[src/rtl/elbeth_mux_rr_n_to_1.sv]
// elbeth_mux_rr_n_to_1
// N-to-1 data selector with a one-word registered output stage.
// The source channel is chosen either by the sel port (mode=0) or by a
// round-robin search that starts just after the last granted channel (mode=1).
//
// Handshake: a word moves across any valid/ready pair exactly on a rising
// edge where both valid and ready are high. in_ready is asserted only for
// the granted channel, and only when the output register is empty or being
// drained this cycle. out_valid stays high, with out_data/out_src stable,
// until the consumer takes the word with out_ready.
module elbeth_mux_rr_n_to_1 #(
    parameter int DATA_WIDTH = 4,
    parameter int NUM_IN     = 2,
    parameter int SEL_W      = 1
) (
    input  logic                         clk,
    input  logic                         rst,
    input  logic [NUM_IN*DATA_WIDTH-1:0] in_data,
    input  logic [NUM_IN-1:0]            in_valid,
    output logic [NUM_IN-1:0]            in_ready,
    input  logic                         mode,
    input  logic [SEL_W-1:0]             sel,
    output logic [DATA_WIDTH-1:0]        out_data,
    output logic [SEL_W-1:0]             out_src,
    output logic                         out_valid,
    input  logic                         out_ready
);

    logic [DATA_WIDTH-1:0] r_out_data;
    logic [SEL_W-1:0]      r_out_src;
    logic                  r_out_valid;
    logic [SEL_W-1:0]      r_last_grant;

    logic [NUM_IN-1:0]     w_grant;
    logic                  w_found;
    logic                  w_load_ok;
    logic                  w_xfer;
    logic [SEL_W-1:0]      w_src;
    logic [DATA_WIDTH-1:0] w_data;

    // The output register can take a new word when empty or when the
    // current word leaves this cycle, which gives one word per cycle.
    assign w_load_ok = !r_out_valid || out_ready;

    // Grant selection: fixed index from sel, or the first valid channel
    // found searching upward from last_grant+1 with wrap-around.
    always_comb begin
        w_grant = '0;
        w_found = 1'b0;
        if (mode) begin
            for (int k = 1; k <= NUM_IN; k++) begin
                for (int i = 0; i < NUM_IN; i++) begin
                    if (!w_found && (i == (int'(r_last_grant) + k) % NUM_IN) && in_valid[i]) begin
                        w_grant[i] = 1'b1;
                        w_found    = 1'b1;
                    end
                end
            end
        end else begin
            // An out-of-range sel matches no channel, so nothing is granted.
            for (int i = 0; i < NUM_IN; i++) begin
                if ((sel == SEL_W'(i)) && in_valid[i]) begin
                    w_grant[i] = 1'b1;
                end
            end
        end
    end

    // Translate the one-hot grant into a source index and the channel data.
    always_comb begin
        w_src  = '0;
        w_data = '0;
        for (int i = 0; i < NUM_IN; i++) begin
            if (w_grant[i]) begin
                w_src  = SEL_W'(i);
                w_data = in_data[i*DATA_WIDTH +: DATA_WIDTH];
            end
        end
    end

    assign in_ready = w_grant & {NUM_IN{w_load_ok}};
    assign w_xfer   = |(in_valid & in_ready);

    // Output register and round-robin pointer; reset wins over any transfer.
    always_ff @(posedge clk) begin
        if (rst) begin
            r_out_valid  <= 1'b0;
            r_out_data   <= '0;
            r_out_src    <= '0;
            r_last_grant <= SEL_W'(NUM_IN - 1);
        end else if (w_xfer) begin
            r_out_valid  <= 1'b1;
            r_out_data   <= w_data;
            r_out_src    <= w_src;
            r_last_grant <= w_src;
        end else if (out_ready) begin
            // Drain with no refill: data and source keep their last values.
            r_out_valid  <= 1'b0;
        end
    end

    assign out_data  = r_out_data;
    assign out_src   = r_out_src;
    assign out_valid = r_out_valid;

endmodule

[config.mk]
export PLATFORM = sky130hd
export DESIGN_NAME = elbeth_mux_rr_n_to_1
export DESIGN_NICKNAME = d
export VERILOG_FILES = /design/src/rtl/elbeth_mux_rr_n_to_1.sv
export SDC_FILE = /design/constraint.sdc
export NUM_CORES = 1
export LEC_CHECK = 0
export CAP_MARGIN = 10
export CORE_AREA = 4 4 41 43
export CTS_BUF_LIST = sky130_fd_sc_hd__clkbuf_4 sky130_fd_sc_hd__clkbuf_8
export CTS_CLUSTER_SIZE = 16
export DETAILED_ROUTE_END_ITERATION = 8
export DIE_AREA = 0 0 45 47
export GPL_ROUTABILITY_DRIVEN = 0
export GPL_TIMING_DRIVEN = 0
export MAX_ROUTING_LAYER = met4
export PLACE_DENSITY = 0.77
export SYNTH_ARGS = -nofsm -noshare
export SYNTH_HDL_FRONTEND = slang
export SYNTH_SLANG_ARGS = --single-unit
[constraint.sdc]
create_clock -name clk -period 1.4 [get_ports clk]
set_clock_uncertainty 0.15 [all_clocks]
set_input_delay 0.28 -clock clk [delete_from_list [all_inputs] [get_ports clk]]
set_output_delay 0.28 -clock clk [all_outputs]
set_load 0.02 [all_outputs]
# Word-level counts from Yosys, hierarchy flattened
# Index checks and enable logic that the tools add are counted.
classes:
  addsub: 2
  n_mul: 0
  div: 0
  magnitude_cmp: 0
  eq_ne: 2
  n_shift: 0
  muxes: 17
  bitwise: 5
  n_reduce_logical: 18
op_table:
  columns: ["operator", "count"]
  rows:
  - ["logical NOT 32 bit", 2]
  - ["two-way mux 1 bit", 14]
  - ["logical AND 1 bit", 9]
  - ["two-way mux 4 bit", 2]
  - ["bitwise AND 2 bit", 2]
  - ["equality test 2 bit (first input constant)", 2]
  - ["logical NOT 1 bit", 4]
  - ["adder 1 bit (second input constant)", 2]
  - ["bitwise AND 1 bit (first input constant)", 2]
  - ["two-way mux 2 bit", 1]
  - ["nonzero test 2 bit", 1]
  - ["OR reduction 2 bit", 1]
  - ["logical OR 1 bit", 1]
  - ["NOT 1 bit", 1]
word_totals:
  reg_bits: 7
  latch_bits: 0
  ramBits: 0
  mem_bits_ro: 0
  input_bits: 15
  output_inout_bits: 8
  word_cells: 48
  n_memories: 0

# Logic depth before layout (Yosys ltp)
# Gate-level depths: netlist of the first run.
depth:
  depth_word: 25
  depth_mapped: 4
  depth_no_buf: 3

# Worst setup path after synthesis of the first run
# OpenSTA, ideal clock, no wires.
synth_path:
  path_type: "reg-to-output"
  start: "register r_out_valid (netlist: out_valid)"
  end: "output port in_ready[1]"
  t_arrival_ns: 1.016
  slack_ns: -0.046
  path_stages_with_launch: 4
  cell_sequence: "dfxtp_1 -> nor2b_1 -> clkbuf_4 -> a211oi_4"
synth_via:
  elab_chain_cells: 3
synth_lines:
  columns: ["element", "line_no", "source"]
  rows:
  - ["start: declaration", "31", "logic r_out_valid;"]
  - ["start signal: assignment", "87", "r_out_valid <= 1'b0;"]
  - ["start signal: assignment", "92", "r_out_valid <= 1'b1;"]
  - ["start signal: assignment", "98", "r_out_valid <= 1'b0;"]
  - ["logical NOT 1 bit", "43", "assign w_load_ok = !r_out_valid || out_ready;"]
  - ["logical OR 1 bit", "43", null]
  - ["bitwise AND 2 bit", "81", "assign in_ready = w_grant & {NUM_IN{w_load_ok}};"]
  - ["end: declaration", "20", "output logic [NUM_IN-1:0] in_ready,"]
# No other way between the ends.

# Worst setup path after layout of the first run
layout_path:
  start: "register r_last_grant"
  end: "output port in_ready[0]"
layout_via:
  elab_chain_cells: 17
  elab_cells_between_ends: 21
  cone_classes: "add/sub: 2; eq/ne: 1; mux: 6; bitwise: 3; reduce/logical: 9"
layout_lines:
  columns: ["element", "line_no", "source"]
  rows:
  - ["start: declaration", "32", "logic [SEL_W-1:0] r_last_grant;"]
  - ["start signal: assignment", "90", "r_last_grant <= SEL_W'(NUM_IN - 1);"]
  - ["start signal: assignment", "95", "r_last_grant <= w_src;"]
  - ["adder 1 bit", "53", "if (!w_found && (i == (int'(r_last_grant) + k) % NUM_IN) && in_valid[i]) begin"]
  - ["bitwise AND 1 bit (no line)", null, null]
  - ["logical NOT 32 bit", "53", null]
  - ["logical AND 1 bit", "53", null]
  - ["two-way mux 1 bit", "53", null]
  - ["two-way mux 1 bit", "50", "if (mode) begin"]
  - ["logical NOT 1 bit", "53", null]
  - ["logical AND 1 bit (2 in series)", "53", null]
  - ["two-way mux 1 bit", "53", null]
  - ["two-way mux 1 bit", "50", null]
  - ["logical NOT 1 bit", "53", null]
  - ["logical AND 1 bit (2 in series)", "53", null]
  - ["two-way mux 1 bit *", "53", null]
  - ["two-way mux 2 bit *", "50", null]
  - ["bitwise AND 2 bit *", "81", null]
# Every way passes the cells marked *; elsewhere a longest branch is shown, timed or not. The select of a mux whose other input is x is not followed.

==> results by group, run 1 <==
GRT
  – All-layer global routing usage: 13.9%
  – Total gr overflow: 0
  – Global-route wire length before repair: 2040 um
  – Number of global-route vias before repair: 506
  – Initial antenna violation count: 0
  – Largest net degree at the start of global routing: 10

Detailed routing
  – Post-route DRC: 0
  – Post-route ant nets: 0
  – Drt wl/cell: 14.4 um
  – Max layer used: met4
  – Via count: 506
  – DR WL met3: 78 um
  – Met2 Wirelength: 680 um
  – Detailed Routing Iterations Pass 1: 3
  – Post-Route WL: 1400 um
  – Iter 0 DRT Violations: 5
  – Post-Route M1 WL: 620 um
  – Ratio of routed vias to standard cells: 5.22

Die
  – FP Rows: 13
  – Initial Utilization: 34.8%
  – Die X-Extent: 45 um
  – Die area: 2120 um^2
  – Die span in y: 47 um
  – Core area: 1300 um^2
  – # IOs: 23

Setup path
  – Kind of critical path: register to primary output
  – Worst Path Required: 970 ps
  – CP Launch Point: r_last_grant
  – Top delay family on crit path: simple AND/OR/NAND/NOR gates
  – Setup crit end kind: primary output
  – RR Startpoint: r_last_grant
  – Critical Path Fanout Max: 3
  – Setup slack, reg-to-reg: -110 ps
  – Reg2reg end: out_data[1]
  – Slowest-stage cell, CP: dfxtp_2
  – Worst EP arrival: 1230 ps
  – Crit path buffers/inverters: 2
  – Worst reg2reg path depth: 5
  – Startpoint types: register
  – CP max stage delay: 340 ps
  – CP cell instances: and3b_2 > nand4b_1 > inv_1 > buf_6

Final layout
  – Layout cell share with drive strength beyond 1: 32.9%
  – Non-Filler Instances: 97
  – Number of nets in the layout: 98
  – Most frequent cells in the layout: clkdlybuf4s50_1 (9), a211oi_1 (8), buf_4 (8)
  – N_diodes: 0
  – Most common cell after layout, fill and taps aside: clkdlybuf4s50_1
  – Final instance area: 852 um^2
  – Layout area overhead: 88.1%

Logic synthesis
  – Synth warn: 0
  – Synth unique cells: 18
  – Post-synthesis adder-cell area fraction: 0%
  – Seq/Total Area, Yosys: 30.9%
  – Main combinational cell family by area after synthesis: compound AO/OA/AOI/OAI gates
  – Syn Area/Cell: 9.24 um^2
  – Simple-gate area share of the yosys netlist: 24.3%
  – Post-synthesis instance total: 49
  – Xor-xnor portion of the synthesized cell area: 0%
  – Post-Synthesis Cell Area: 453 um^2
  – Net Count, Synth: 64
  – Compound-Gate Fraction of Synth Area: 34.8%
  – Synthesis-stage register bit count: 7
  – Post-synthesis mux area share: 2.49%

Clocking
  – Worst skew pair latency: 260 ps
  – H-tree depth: 1
  – Root Driver: clkbuf_4
  – CTS tree: built
  – Deepest clock path buffer count: 2
  – Hold buffers post-CTS: 0
  – Sink Count: 7
  – Clock transition at path regs: 60 ps
  – TritonCTS Buffers: 3

Timing
  – RSZ-0062 raised after global routing: yes
  – Total Neg Setup Slack: -908 ps
  – Max Slew Vio Count: 0
  – Fmax: 0.602 GHz
  – Final worst path period need: 1660 ps
  – Post-route setup slack: -261 ps
  – Final Hold Fails: 0
  – Setup violations, final: 8
  – Max-slew headroom: 70.0%
  – Final Cycle Share: 119%
  – Worst-margin pin slew: 451 ps

Power and ir drop
  – Peak supply drop: 0.000610 V
  – Total power after layout: 679 uW
  – Static leakage: 0.377 nW
  – Power density cells: 797 nW/um^2

Min path
  – WHS Path Cells: 2
  – Hold_sp: out_data[1]
  – Hold EP: out_data[1]
  – Worst Hold Class: register to register

Placed design
  – Port Buffers: 22
  – DP Cell Count: 86
  – Placed cell area: 692 um^2

Flow run
  – Max Cap Violations: 0

Run status
  – Status: complete, but fails checks
  – Failing checks: setup timing
[routing by layer]
layer | global-route usage, % | vias to the layer above
met4 | 7.02 | 0
li1 | - | 248
met5 | - | -
met1 | 15.7 | 239
met2 | 22.6 | 17
met3 | 3.83 | 2
[state kept, by name, indices dropped and copies added (netlist names)]
| name | flops |
|---|---|
| out_src | 1 |
| r_last_grant | 1 |
| out_valid | 1 |
| out_data | 4 |
[kinds of logic (layout without fill, tap and decap cells)]
kind of cell           count (synthesis)  in the layout
buffers and inverters                  8             41
multiplexers                           1              1
AND/OR/NAND/NOR                       15             15
AO/OA/AOI/OAI                         18             18
flip-flops                             7              7
[synth_stat cells]
| library cell | number | area share (%) |
|---|---|---|
| a211oi_4 | 1 | 4.4 |
| nor2b_1 | 2 | 2.8 |
| o221ai_1 | 1 | 1.9 |
| nand2b_1 | 3 | 4.1 |
| inv_1 | 7 | 5.8 |
| dfxtp_1 | 7 | 31 |
| o41ai_1 | 4 | 7.7 |
| a211o_1 | 1 | 1.9 |
| and3b_2 | 1 | 2.2 |
| a22o_2 | 1 | 2.2 |
| a211oi_1 | 8 | 13 |
| or2b_1 | 7 | 12 |
| and2b_1 | 1 | 1.7 |
| clkbuf_4 | 1 | 1.7 |
| mux2_2 | 1 | 2.5 |
| a21bo_2 | 1 | 2.2 |
| nand4b_1 | 1 | 1.9 |
| a21oi_1 | 1 | 1.1 |
[worst min-delay path, cell delays in order (launching register included)]
cell      delay [ps]
dfxtp_1          310
inv_1             50
a211oi_1          50
[power by group]
group          total (mW)  switching (mW)  internal, mW
Clock               0.209          0.0809         0.129
Sequential          0.230         0.00977         0.220
Combinational       0.239           0.114         0.126
Total               0.679           0.204         0.475
[worst max-delay path by stage]
stage / endpoint / slack (ps) / cells after the start
floorplan: in_ready[1] / 5 / 3
global placement: in_ready[1] / -1100 / 4
detailed placement: in_ready[1] / -1130 / 4
CTS: in_ready[0] / -230 / 4
global route: in_ready[0] / -300 / 4
finish: in_ready[0] / -260 / 4
[what timing repair did]
item / 4_1_cts / 5_1_grt
pin swaps: 2 / 4
buffers inserted: 4 / 5
endpoints found under the setup margin: 15 / 10
gates cloned: 0 / 0
gates resized for setup: 32 / 9
[layout make-up]
type / instances / area [um^2]
clock buffers: 4 / 30.0
fillers: 113 / 449
inverters: 7 / 26.3
multi-input cells: 34 / 360
flip-flops and latches: 7 / 141
well taps: 15 / 18.8
repair buffers: 30 / 275
[per-stage QoR]
step	hold slack, ps	setup WS, ps	utilization (%)
2_1_floorplan	199	4.79	-
3_3_place_gp	292	-1100	53.2
3_5_place_dp	295	-1130	53.2
4_1_cts	304	-234	58.4
5_1_grt	343	-302	65.5
6_report	303	-261	65.5
No activity file was read; power rests on OpenSTA's default activity.
==> run 2: changes to the inputs <==
- SLEW_MARGIN: default -> 20
==> results of run 2 <==
Final layout, timing and power as in run 1 (identical DEF).
